### config.mk
export PLATFORM = sky130hd
export DESIGN_NAME = c1541_track_sched
export DESIGN_NICKNAME = d
export VERILOG_FILES = /design/src/rtl/c1541_track_sched.sv
export SDC_FILE = /design/constraint.sdc
export NUM_CORES = 1
export LEC_CHECK = 0
export ABC_CLOCK_PERIOD_IN_PS = 14600
export CELL_PAD_IN_SITES_DETAIL_PLACEMENT = 1
export CELL_PAD_IN_SITES_GLOBAL_PLACEMENT = 1
export CORE_ASPECT_RATIO = 1.1
export CORE_MARGIN = 3
export CORE_UTILIZATION = 51
export CTS_BUF_LIST = sky130_fd_sc_hd__clkbuf_16
export DETAILED_ROUTE_END_ITERATION = 16
export PLACE_DENSITY = 0.95
export SYNTH_ARGS = -nofsm -noshare
export SYNTH_HDL_FRONTEND = slang
export SYNTH_SLANG_ARGS = --single-unit
export TNS_END_PERCENT = 10
### constraint.sdc
create_clock -name clk -period 14.6 [get_ports clk]
set_input_delay 2.19 -clock clk [delete_from_list [all_inputs] [get_ports clk]]
set_output_delay 2.19 -clock clk [all_outputs]
set_load 0.03 [all_outputs]
### src/rtl/c1541_track_sched.sv
// c1541_track_sched: moves one D64 track between the SD card and the 8 KB
// GCR track buffer. A dirty track is written back first, then the newly
// selected track is read in. busy stays high while the buffer does not hold
// a complete copy of cur_track.
//
// SD handshake (level based, one block per handshake): sd_rd or sd_wr is
// raised together with a stable sd_lba/blk_idx. The host raises sd_ack and
// holds it for the whole block transfer. The request drops on the cycle after
// sd_ack is seen high. When sd_ack falls, the next block starts or the phase
// ends. sd_lba and blk_idx only change on the sd_ack-fall edge, when both the
// request and sd_ack are low.
module c1541_track_sched #(
  parameter int unsigned SETTLE_CYCLES = 32000,
  parameter logic [31:0] LBA_BASE      = 32'd0
) (
  input  logic        clk,
  input  logic        reset_n,
  input  logic [5:0]  track,
  input  logic        img_mounted,
  input  logic        img_readonly,
  input  logic        buf_we,
  input  logic        sd_ack,
  output logic [31:0] sd_lba,
  output logic        sd_rd,
  output logic        sd_wr,
  output logic [3:0]  blk_idx,
  output logic        buf_odd,
  output logic        busy,
  output logic [5:0]  cur_track,
  output logic [2:0]  state_dbg
);

  typedef enum logic [2:0] {
    ST_IDLE   = 3'd0,
    ST_SETTLE = 3'd1,
    ST_FLUSH  = 3'd2,
    ST_LOAD   = 3'd3,
    ST_READY  = 3'd4
  } state_t;

  localparam int CW = (SETTLE_CYCLES < 2) ? 1 : $clog2(SETTLE_CYCLES);

  state_t        state;
  logic [5:0]    new_track;
  logic [5:0]    track_prev;
  logic [CW-1:0] settle_cnt;
  logic          dirty;
  logic          mounted;
  logic          mnt_pend;
  logic          ack_seen;
  logic [5:0]    run_trk;

  // Sectors preceding track t in the D64 image (zoned sectors-per-track).
  function automatic logic [9:0] sec_before(input logic [5:0] t);
    logic [9:0] tt;
    tt = {4'd0, t};
    if (t <= 6'd17)      sec_before = (tt - 10'd1) * 10'd21;
    else if (t <= 6'd24) sec_before = 10'd357 + (tt - 10'd18) * 10'd19;
    else if (t <= 6'd30) sec_before = 10'd490 + (tt - 10'd25) * 10'd18;
    else                 sec_before = 10'd598 + (tt - 10'd31) * 10'd17;
  endfunction

  function automatic logic [9:0] nsec(input logic [5:0] t);
    if (t <= 6'd17)      nsec = 10'd21;
    else if (t <= 6'd24) nsec = 10'd19;
    else if (t <= 6'd30) nsec = 10'd18;
    else                 nsec = 10'd17;
  endfunction

  // First 512-byte block touched by track t.
  function automatic logic [8:0] first_blk(input logic [5:0] t);
    first_blk = 9'(sec_before(t) >> 1);
  endfunction

  // Index of the last block of track t relative to its first block.
  function automatic logic [3:0] last_idx(input logic [5:0] t);
    logic [9:0] s;
    logic [9:0] e;
    s = sec_before(t);
    e = s + nsec(t) - 10'd1;
    last_idx = 4'((e >> 1) - (s >> 1));
  endfunction

  // Track data starts at byte 256 of its first block when S is odd.
  function automatic logic odd_start(input logic [5:0] t);
    odd_start = ((sec_before(t) & 10'd1) != 10'd0);
  endfunction

  function automatic logic trk_ok(input logic [5:0] t);
    trk_ok = (t != 6'd0) && (t <= 6'd35);
  endfunction

  // Geometry source for the phase in progress: write-back uses the buffered
  // track, load uses the track latched when the load was started.
  assign run_trk   = (state == ST_FLUSH) ? cur_track : new_track;
  assign state_dbg = state;

  // Main sequencer: settle timing, flush/load block loops and SD handshake.
  always_ff @(posedge clk or negedge reset_n) begin
    if (!reset_n) begin
      state      <= ST_IDLE;
      sd_rd      <= 1'b0;
      sd_wr      <= 1'b0;
      sd_lba     <= 32'd0;
      blk_idx    <= 4'd0;
      buf_odd    <= 1'b0;
      busy       <= 1'b1;
      cur_track  <= 6'd0;
      new_track  <= 6'd0;
      track_prev <= 6'd0;
      settle_cnt <= '0;
      dirty      <= 1'b0;
      mounted    <= 1'b0;
      mnt_pend   <= 1'b0;
      ack_seen   <= 1'b0;
    end else begin
      track_prev <= track;
      case (state)
        ST_IDLE: begin
          busy <= 1'b1;
          if (img_mounted) begin
            mounted    <= 1'b1;
            dirty      <= 1'b0;
            settle_cnt <= '0;
            state      <= ST_SETTLE;
          end else if (mounted && trk_ok(track)) begin
            settle_cnt <= '0;
            state      <= ST_SETTLE;
          end
        end

        ST_SETTLE: begin
          busy <= 1'b1;
          if (img_mounted) begin
            mounted    <= 1'b1;
            dirty      <= 1'b0;
            settle_cnt <= '0;
          end else if (!trk_ok(track)) begin
            state <= ST_IDLE;
          end else if (track != track_prev) begin
            settle_cnt <= '0;
          end else if (settle_cnt == CW'(SETTLE_CYCLES - 1)) begin
            blk_idx  <= 4'd0;
            ack_seen <= 1'b0;
            if (dirty) begin
              sd_lba  <= LBA_BASE + {23'd0, first_blk(cur_track)};
              buf_odd <= odd_start(cur_track);
              sd_wr   <= 1'b1;
              state   <= ST_FLUSH;
            end else begin
              new_track <= track;
              sd_lba    <= LBA_BASE + {23'd0, first_blk(track)};
              buf_odd   <= odd_start(track);
              sd_rd     <= 1'b1;
              state     <= ST_LOAD;
            end
          end else begin
            settle_cnt <= settle_cnt + CW'(1);
          end
        end

        ST_FLUSH, ST_LOAD: begin
          busy <= 1'b1;
          if (img_mounted) begin
            mnt_pend <= 1'b1;
            mounted  <= 1'b1;
          end
          if (!ack_seen) begin
            if (sd_ack) begin
              sd_rd    <= 1'b0;
              sd_wr    <= 1'b0;
              ack_seen <= 1'b1;
            end
          end else if (!sd_ack) begin
            ack_seen <= 1'b0;
            if (mnt_pend || img_mounted) begin
              // New image: whatever was buffered belongs to the old one.
              mnt_pend   <= 1'b0;
              dirty      <= 1'b0;
              settle_cnt <= '0;
              state      <= ST_SETTLE;
            end else if ((state == ST_LOAD) && (track != new_track)) begin
              // Head moved mid-load: drop the partial track and resettle.
              settle_cnt <= '0;
              state      <= ST_SETTLE;
            end else if (blk_idx != last_idx(run_trk)) begin
              blk_idx <= blk_idx + 4'd1;
              sd_lba  <= sd_lba + 32'd1;
              sd_rd   <= (state == ST_LOAD);
              sd_wr   <= (state == ST_FLUSH);
            end else if (state == ST_FLUSH) begin
              dirty <= 1'b0;
              if (trk_ok(track)) begin
                new_track <= track;
                blk_idx   <= 4'd0;
                sd_lba    <= LBA_BASE + {23'd0, first_blk(track)};
                buf_odd   <= odd_start(track);
                sd_rd     <= 1'b1;
                state     <= ST_LOAD;
              end else begin
                state <= ST_IDLE;
              end
            end else begin
              cur_track <= new_track;
              busy      <= 1'b0;
              state     <= ST_READY;
            end
          end
        end

        ST_READY: begin
          busy <= 1'b0;
          if (buf_we && !img_readonly) dirty <= 1'b1;
          if (img_mounted) begin
            mounted    <= 1'b1;
            dirty      <= 1'b0;
            busy       <= 1'b1;
            settle_cnt <= '0;
            state      <= ST_SETTLE;
          end else if (!trk_ok(track)) begin
            busy  <= 1'b1;
            state <= ST_IDLE;
          end else if (track != cur_track) begin
            busy       <= 1'b1;
            settle_cnt <= '0;
            state      <= ST_SETTLE;
          end
        end

        default: begin
          busy  <= 1'b1;
          sd_rd <= 1'b0;
          sd_wr <= 1'b0;
          state <= ST_IDLE;
        end
      endcase
    end
  end

endmodule

# Word level (Yosys, flattened, before mapping)
# Cells that the tools add are included.
# totals
regBits	80
inputBits	12
output_inout_bits	49
elab_cells	302
# op_classes
n_addsub	27
mul	12
order_cmp	10
n_eq_ne	46
n_mux	161
bitwise	5
reduce_logical	26
# ops
cell	count
2-to-1 mux 32 bit	11
2-to-1 mux 15 bit	13
2-to-1 mux 6 bit	13
2-to-1 mux 5 bit	13
case mux 32 bit (2 select lines)	1
2-to-1 mux 1 bit	63
subtractor 6 x 5 -> 7 bit, second input constant	9
multiplier 7 x 6 -> 10 bit, second input constant	6
2-to-1 mux 10 bit	6
case mux 15 bit (4 select lines)	1
<= comparator 6 x 5 -> 1 bit, second input constant	9
inequality test 3 bit, second input constant	18
2-to-1 mux 3 bit	16
2-to-1 mux 4 bit	11
adder 9 x 10 -> 10 bit, first input constant	4
adder 32 x 1 -> 32 bit, second input constant	1
inequality test 2 bit, second input constant	13
AND reduction 12 bit	2
AND reduction 11 bit	2
multiplier 7 x 6 -> 5 bit, second input constant	3
subtractor 6 x 1 -> 7 bit, second input constant	3
adder 10 bit, first input constant	2
multiplier 10 x 4 -> 9 bit, second input constant	2
inequality test 4 bit, second input constant	5
other kinds (41)	60

# Logic depth before layout (Yosys ltp)
# Gate-level depths: netlist (run 1).
# depth
depth_word	23
ltp_mapped	31
ltp_nobuf	27

# Worst setup path after synthesis (run 1)
# No wires, ideal clock.
# synth_timing
kind	reg-to-reg
start	reg state[1] (netlist: state_dbg[1])
end	reg cur_track[3]
arrival_time_ps	6387
t_required_ps	14472
setup_slack_ps	8086
stages_incl_launch_ff	26
n_path_buf	3
cell_sequence	dfrtp_1 -> buf_2 -> nor3b_4 -> buf_4 -> mux2i_1 -> inv_1 -> ha_1 -> nor2_1 -> o31ai_1 -> mux2_2 -> or4_1 -> and3_1 -> inv_1 -> ha_1 -> inv_1 -> ha_1 -> fa_1 -> fa_1 -> xor2_1 -> nor2_1 -> nand2_1 -> or4_4 -> and2_1 -> buf_2 -> nor4_4 -> mux2_1
# synth_via
elab_chain_len	19
elab_cells_between_ends	42
cone_classes	add/sub (10); mul (4); order compare (3); eq/ne (3); mux (17); bitwise (2); reduce/logical (3)
# synth_lines
item	line_no	text
start: declaration	43	state_t state;
start signal: assignment	101	state <= ST_IDLE;
start signal: assignment	125	state <= ST_SETTLE;
start signal: assignment	128	state <= ST_SETTLE;
equality test 3 x 2 -> 1 bit *	95	assign run_trk = (state == ST_FLUSH) ? cur_track : new_track;
2-to-1 mux 6 bit *	--	
named net run_trk[0]	51	logic [5:0] run_trk;
subtractor 6 x 5 -> 7 bit (on tied branches)	59, 60	
multiplier 10 x 4 -> 4 bit / multiplier 7 x 6 -> 5 bit (equally long branches)	59, 60	
adder 4 x 5 -> 5 bit / adder 5 bit (equally long branches)	59, 60	
2-to-1 mux 5 bit	59	else if (t <= 6'd30) sec_before = 10'd490 + (tt - 10'd25) * 10'd18;
2-to-1 mux 5 bit	58	else if (t <= 6'd24) sec_before = 10'd357 + (tt - 10'd18) * 10'd19;
[4 not listed]	--	
2-to-1 mux 5 bit	168	if (!ack_seen) begin
2-to-1 mux 5 bit	118	case (state)
adder 5 bit	80	e = s + nsec(t) - 10'd1;
subtractor 5 x 1 -> 5 bit	80	
subtractor 4 bit *	81	last_idx = 4'((e >> 1) - (s >> 1));
inequality test 4 bit *	186	end else if (blk_idx != last_idx(run_trk)) begin
NOT 1 bit (no line) *	--	
AND reduction 6 bit (no line) *	--	
end signal: assignment	204	cur_track <= new_track;
end: declaration	29	output logic [5:0] cur_track,
# The timed path passes the listed nets; every way through them passes the cells marked *. The select of a mux whose other input is x is not followed.
# A chain may end at the register's enable or synchronous reset.

# Worst setup path in the final report (run 1)
# layout_timing
start	reg state[1] (netlist: state_dbg[1])
end	reg sd_lba[18]
# layout_via
elab_chain_len	23
elab_cells_between_ends	58
cone_classes	add/sub (10); mul (4); order compare (3); eq/ne (14); mux (23); reduce/logical (4)
# layout_lines
item	line_no	text
equality test 3 x 2 -> 1 bit *	95	
2-to-1 mux 6 bit *	--	
named net run_trk[0]	51	
subtractor 6 x 5 -> 7 bit (on tied branches)	59, 60	
multiplier 10 x 4 -> 4 bit / multiplier 7 x 6 -> 5 bit (equally long branches)	59, 60	
adder 4 x 5 -> 5 bit / adder 5 bit (equally long branches)	59, 60	
2-to-1 mux 5 bit	59	
2-to-1 mux 5 bit	58	
[8 not listed]	--	
subtractor 4 bit *	81	
inequality test 4 bit *	186	
2-to-1 mux 32 bit	186	
2-to-1 mux 32 bit	182	end else if ((state == ST_LOAD) && (track != new_track)) begin
2-to-1 mux 32 bit	176	if (mnt_pend || img_mounted) begin
2-to-1 mux 32 bit	174	end else if (!sd_ack) begin
2-to-1 mux 32 bit	168	
case mux 32 bit (2 select lines)	118	
end signal: assignment	146	sd_lba <= LBA_BASE + {23'd0, first_blk(cur_track)};
end signal: assignment	188	sd_lba <= sd_lba + 32'd1;
end signal: assignment	196	sd_lba <= LBA_BASE + {23'd0, first_blk(track)};
end: declaration	23	output logic [31:0] sd_lba,
# Marked as above.

==> metrics.csv, run 1 <==
metric,value,unit
outcome,"finished, final reports clean",
Most used DFF post-synth,dfrtp_1,
Post-Syn Area,10300,µm²
DRT antenna net count,0,
Core Box Area,19500,µm²
Clock Latency Late Sink,370,ps
Total GRT Usage,30.0,%
Sink Count,80,
Initial Util,52.9,%
Async SR Flop Fraction,100,%
critical path capture point type,flop,
CTS-repair resized insts,0,
max_slew headroom,25.4,%
DR pass1 iterations,5,
I/O Pins,61,
Max-cap violations,0,
total CTS buffers,9,
gr ovfl total,0,
Yosys top cell by area,dfrtp_1,
fin worst setup slack,6280,ps
"Hold Vio Cnt, Final",0,
required time worst endpoint,14830,ps
RePlAce Congestion,0.925,
root buf cell,clkbuf_16,
hpwl dp,24200,µm
Antenna Cells,0,
Chip Width,142,µm
"Seq/Total Area, Yosys",19.4,%
IO buf count,60,
initial antenna violation count,0,
Power Density,67.3,nW/µm²
area added between synthesis and finish,10.3,%
wire per inst,21.7,µm
Min-Delay Path Class,flop to flop,
min Tclk post-route,8320,ps
fin. max-slew vios,0,
Vias/cell,6.36,
unrepaired setup endpoints after global routing,no,
post-synthesis cell count,1237,
Clock Skew,11.1,ps
drt total wl,33000,µm
Clock Path Buffers,2,
total die area,22000,µm²
clk slew on worst S/H paths,70,ps
cell row count,53,
Critical Path AT,8550,ps
H-Tree Depth,3,
CP Max Fanout,31,
ratio of cells with drive above 1 in the final layout,4.96,%
vias in the first global route,10210,
leakage power,5.14,nW
detailed router's first-iteration violation count,736,
post-synth top area share,19.2,%
pre-CTS setup slack,6710,ps
worst-margin pin slew,1110,ps
Layout fillers,2348,
WS Path Type,flop to flop,
Setup Buffers After CTS,0,
FMAX,120,MHz
utilization after layout,58.3,%
VDD IR max,87.1,µV
period utilization,57.0,%
number of enable flip-flop cells after synthesis,0,
syn nets,1426,
Netlist cell types,80,
YS warnings,0,
routed via count,9647,
#FFs+latches synth,80,
first-pass GRT wire length,53800,µm
final setup fails,0,
die height,155,µm
"top cells by area, synth","dfrtp_1, ha_1, xnor2_1, fa_1, xor2_1",
TNS Setup,0,ps
CTS Hold Buffers Added,0,
Critical Path Start Type,flop,
largest net degree at the start of global routing,81,
CTS tree,yes,
Synth Area per Inst,8.34,µm²
drc violations,0,
nets,1454,
==> Yosys cell counts (3+ instances only) <==
library cell	number
a211oi_1	9
a21o_1	17
a21oi_1	66
a22o_1	3
a311o_1	3
a31oi_1	17
a32oi_1	3
and2_1	6
and3_1	14
and4_1	3
buf_1	4
buf_2	7
clkbuf_1	38
dfrtp_1	79
fa_1	25
ha_1	152
inv_1	116
mux2_1	3
mux2_2	8
mux2_4	6
mux2i_1	17
nand2_1	98
nand2b_1	7
nand3_1	42
nand3b_1	3
nand4_1	12
nor2_1	90
nor2b_1	15
nor3_1	29
nor3b_1	4
nor4_1	10
nor4b_1	3
o211ai_1	9
o21ai_0	65
o21ai_1	6
o21bai_1	6
o221ai_1	3
o22ai_1	4
o31ai_1	15
or2_2	4
or3_1	6
or4_1	4
xnor2_1	106
xor2_1	50
==> placed cells by master, fill, tap and decap left out, types with 14 or more instances in the layout <==
| cell | count |
|---|---|
| a21o_1 | 17 |
| o31ai_1 | 15 |
| nor2b_1 | 15 |
| ha_1 | 152 |
| mux2i_1 | 17 |
| nand3_1 | 42 |
| dfrtp_1 | 79 |
| nor3_1 | 29 |
| inv_1 | 116 |
| a31oi_1 | 17 |
| a21oi_1 | 66 |
| clkdlybuf4s50_1 | 59 |
| xnor2_1 | 106 |
| o21ai_0 | 65 |
| fa_1 | 25 |
| and3_1 | 14 |
| xor2_1 | 50 |
| nor2_1 | 90 |
| nand2_1 | 98 |
==> critical path, stage by stage, from the launching register on <==
cell and delay (ps):
dfrtp_1 780, nor3b_4 840, mux2i_1 530, inv_1 260, ha_1 290, nor2_1 190, o31ai_1 140, mux2_2 310
or4_1 420, and3_1 200, inv_1 60, ha_1 220, inv_1 60, ha_1 190, fa_1 490, fa_1 530
xor2_1 190, nor2_1 160, nand2_1 100, nor3_1 240, nor4b_1 260, or3b_1 670, buf_4 440, or2_1 470
o31ai_1 160
==> layer usage <==
layer	routed length, µm	part of all wire [%]	GRT usage [%]
met2	16400	50	52.0
met1	13200	40	37.0
met4	1480	4.5	13.3
met5	0	0	0
met3	1940	5.9	4.30
==> final timing paths <==
check                                         startpoint                         to  slack (ps)  cells after the start
worst min register to register       mounted$_DFFE_PN0P_        mounted$_DFFE_PN0P_         470                      2
max in group asynchronous                        reset_n      sd_lba[7]$_DFFE_PN0P_       11890                      1
worst max register to register  state_dbg[1]$_DFFE_PN0P_     sd_lba[18]$_DFFE_PN0P_        6280                     24
min in group asynchronous                        reset_n  settle_cnt[9]$_DFFE_PN0P_        2030                      1
worst max-delay path            state_dbg[1]$_DFFE_PN0P_     sd_lba[18]$_DFFE_PN0P_        6280                     24
worst min-delay path                 mounted$_DFFE_PN0P_        mounted$_DFFE_PN0P_         470                      2
==> sequential cells by signal, summed over array words and instances (netlist names), 3 cells and up <==
| name | flops |
|---|---|
| cur_track | 6 |
| blk_idx | 4 |
| sd_lba | 32 |
| state_dbg | 3 |
| settle_cnt | 15 |
| track_prev | 6 |
| new_track | 6 |
==> layout make-up <==
cell class	instances	area (µm²)	share of cell area [%]
well taps	247	309	2.72
multi-input cells	988	7640	67.2
repair buffers	70	673	5.92
clock inverters	7	83.8	0.737
inverters	116	435	3.83
flip-flops and latches	80	2000	17.6
clock buffers	9	225	1.98
==> power breakdown <==
group	switching, mW	internal [mW]	total [mW]
clock network	0.111	0.136	0.247
logic	0.168	0.116	0.285
registers	0.00972	0.224	0.234
==> metrics by stage <==
step | total power, mW | area, µm² | hold slack (ps) | cells
after detailed placement | 0.519 | 11100 | 459 | 1501
final | 0.765 | 11400 | 475 | 1517
after floorplan | 0.438 | 10300 | 414 | 1237
after CTS | 0.763 | 11400 | 473 | 1517
after global routing | 0.804 | 11400 | 496 | 1517
after global placement | 0.501 | 11100 | 451 | 1501
==> cell families after synthesis <==
group	count (synthesis)	synth area share, %
simple gates	365	17.8
xor+xnor	158	13.7
buf+inv	169	6.46
fa+ha+maj	177	23.3
flops	80	19.4
compound gates	254	15.7
mux	34	3.73
Power figures use the tool's default switching activity.
==> run 2, diff against run 1 <==
--- a/config.mk
+++ b/config.mk
@@ -5,15 +5,15 @@
 export SDC_FILE = /design/constraint.sdc
 export NUM_CORES = 1
 export LEC_CHECK = 0
-export ABC_CLOCK_PERIOD_IN_PS = 14600
+export ABC_CLOCK_PERIOD_IN_PS = 8700
 export CELL_PAD_IN_SITES_DETAIL_PLACEMENT = 1
 export CELL_PAD_IN_SITES_GLOBAL_PLACEMENT = 1
 export CORE_ASPECT_RATIO = 1.1
 export CORE_MARGIN = 3
-export CORE_UTILIZATION = 51
+export CORE_UTILIZATION = 47
 export CTS_BUF_LIST = sky130_fd_sc_hd__clkbuf_16
 export DETAILED_ROUTE_END_ITERATION = 16
-export PLACE_DENSITY = 0.95
+export PLACE_DENSITY = 0.92
 export SYNTH_ARGS = -nofsm -noshare
 export SYNTH_HDL_FRONTEND = slang
 export SYNTH_SLANG_ARGS = --single-unit
==> constraint.sdc (replaced) <==
create_clock -name clk -period 8.7 [get_ports clk]
set_input_delay 1.305 -clock clk [delete_from_list [all_inputs] [get_ports clk]]
set_output_delay 1.305 -clock clk [all_outputs]
set_load 0.03 [all_outputs]
==> metrics.csv, run 2 (same netlist as run 1, synthesis figures left out) <==
metric,value,unit
Max-cap violations,0,
die height,161,µm
root buf cell,clkbuf_16,
sw power,0.472,mW
Comb power frac,38.4,%
Core Box Area,21400,µm²
critical path's slowest cell,a21oi_1,
hpwl dp,24100,µm
TNS Setup,0,ps
required time worst endpoint,8980,ps
leakage power,5.15,nW
fin. max-slew vios,0,
IO buf count,60,
utilization after layout,53.3,%
Critical Path AT,8180,ps
area added between synthesis and finish,10.9,%
CTS tree,yes,
wire per inst,20.4,µm
RePlAce Congestion,0.923,
Vias/cell,6.03,
sw frac,38.1,%
Chip Width,147,µm
worst-path cell chain,"nor3b_4, mux2i_1, inv_1, ha_1, nor2_1, o31ai_1, mux2_2, or4_1, and3_1, inv_1, ha_1, inv_1, ha_1, fa_1, fa_1, xor2_1, nor2_1, nand2_1, or4_4, and2_1, a21oi_1, nor2_1, a21oi_1",
Clock Latency Late Sink,360,ps
ratio of cells with drive above 1 in the final layout,5.25,%
total die area,23800,µm²
H-Tree Depth,3,
Setup Buffers After CTS,0,
Critical Path Start Type,flop,
Sink Count,80,
min Tclk post-route,7900,ps
unrepaired setup endpoints after global routing,no,
period utilization,90.8,%
largest net degree at the start of global routing,81,
DRT antenna net count,0,
outcome,"finished, final reports clean",
initial antenna violation count,0,
crit-path max cell delay,830,ps
CTS Hold Buffers Added,0,
total CTS buffers,9,
flip-flop count of the largest register after layout,32,
CP Max Fanout,20,
drc violations,0,
worst-margin pin slew,1060,ps
Crit path buffers/inverters,3,
Power Density,108,nW/µm²
most frequent cells in the layout,"ha_1, inv_1, xnor2_1",
biggest regs,"sd_lba (32), settle_cnt (15)",
critical path capture point type,flop,
nets,1459,
"Largest delay share family, worst path",simple AND/OR/NAND/NOR gates,
vias in the first global route,10106,
cell row count,56,
drt total wl,31900,µm
max_slew headroom,29.3,%
gr ovfl total,0,
Largest Register,sd_lba,
Antenna Cells,0,
WS Path Type,flop to flop,
DR pass1 iterations,5,
routed via count,9434,
I/O Pins,61,
"most common cell after layout, fill and taps aside",ha_1,
Clock Skew,8.71,ps
clk slew on worst S/H paths,60,ps
"Hold Vio Cnt, Final",0,
Clock Path Buffers,2,
Initial Util,48.1,%
Total GRT Usage,26.9,%
VDD IR max,77.7,µV
Min-Delay Path Class,flop to flop,
Layout fillers,2598,
sequential share of power,31.6,%
first-pass GRT wire length,52600,µm
Clock power frac,30.0,%
final setup fails,0,
detailed router's first-iteration violation count,596,
P_int,0.768,mW
FMAX,127,MHz
CTS-repair resized insts,0,
## run 2: cell count changes in the layout (fill, tap and decap cells not counted), sizes merged
| cell | change |
|---|---|
| clkinvlp | +1 |
| inv | -2 |
| bufinv | -1 |
| clkinv | +2 |
| buf | +5 |
## run 2: final cells by class
class	instances	area [µm²]	share of cell area (%)
Clock inverter	7	53.8	0.471
Timing Repair Buffer	75	711	6.22
Sequential cell	80	2000	17.5
Tap cell	290	363	3.17
Clock buffer	9	225	1.97
Inverter	116	435	3.81
Multi-Input combinational cell	988	7640	66.8
## run 2: power by group through the flow
stage | sequential (mW) | clock [mW] | combinational, mW
after floorplan | 0.393 | 0 | 0.342
after global placement | 0.397 | 0 | 0.444
after detailed placement | 0.397 | 0 | 0.470
after CTS | 0.390 | 0.375 | 0.475
after global routing | 0.392 | 0.390 | 0.530
final | 0.391 | 0.372 | 0.476
## run 2: metal layers
layer / global-route usage (%) / routed length [µm]
met5: 0 / 0
met4: 12.5 / 1460
met3: 3.06 / 1440
met1: 33.0 / 13200
met2: 47.3 / 15800
## run 2: path summary, 6_finish.rpt
| kind | from | end | slack (ps) | cells past startpoint |
|---|---|---|---|---|
| max | state_dbg[1]$_DFFE_PN0P_ | buf_odd$_DFFE_PN0P_ | 800 | 23 |
| min | mounted$_DFFE_PN0P_ | mounted$_DFFE_PN0P_ | 460 | 2 |
| max reg2reg | state_dbg[1]$_DFFE_PN0P_ | buf_odd$_DFFE_PN0P_ | 800 | 23 |
| min reg2reg | mounted$_DFFE_PN0P_ | mounted$_DFFE_PN0P_ | 460 | 2 |
| max in group asynchronous | reset_n | sd_lba[10]$_DFFE_PN0P_ | 6890 | 1 |
| min in group asynchronous | reset_n | settle_cnt[4]$_DFFE_PN0P_ | 1140 | 1 |
## run 2: worst min-delay path, stage by stage (launching register included)
cell     delay [ps]
dfrtp_1         320
inv_1            50
nand2_1          60
## run 2: stage by stage
step	std cells	total power, mW	hold slack [ps]	setup WS [ps]	area, µm²
2_1_floorplan	1237	0.735	414	2190	10300
3_3_place_gp	1549	0.841	429	1380	11200
3_5_place_dp	1549	0.867	447	1090	11200
4_1_cts	1565	1.24	461	848	11400
5_1_grt	1565	1.31	482	338	11400
6_report	1565	1.24	463	799	11400
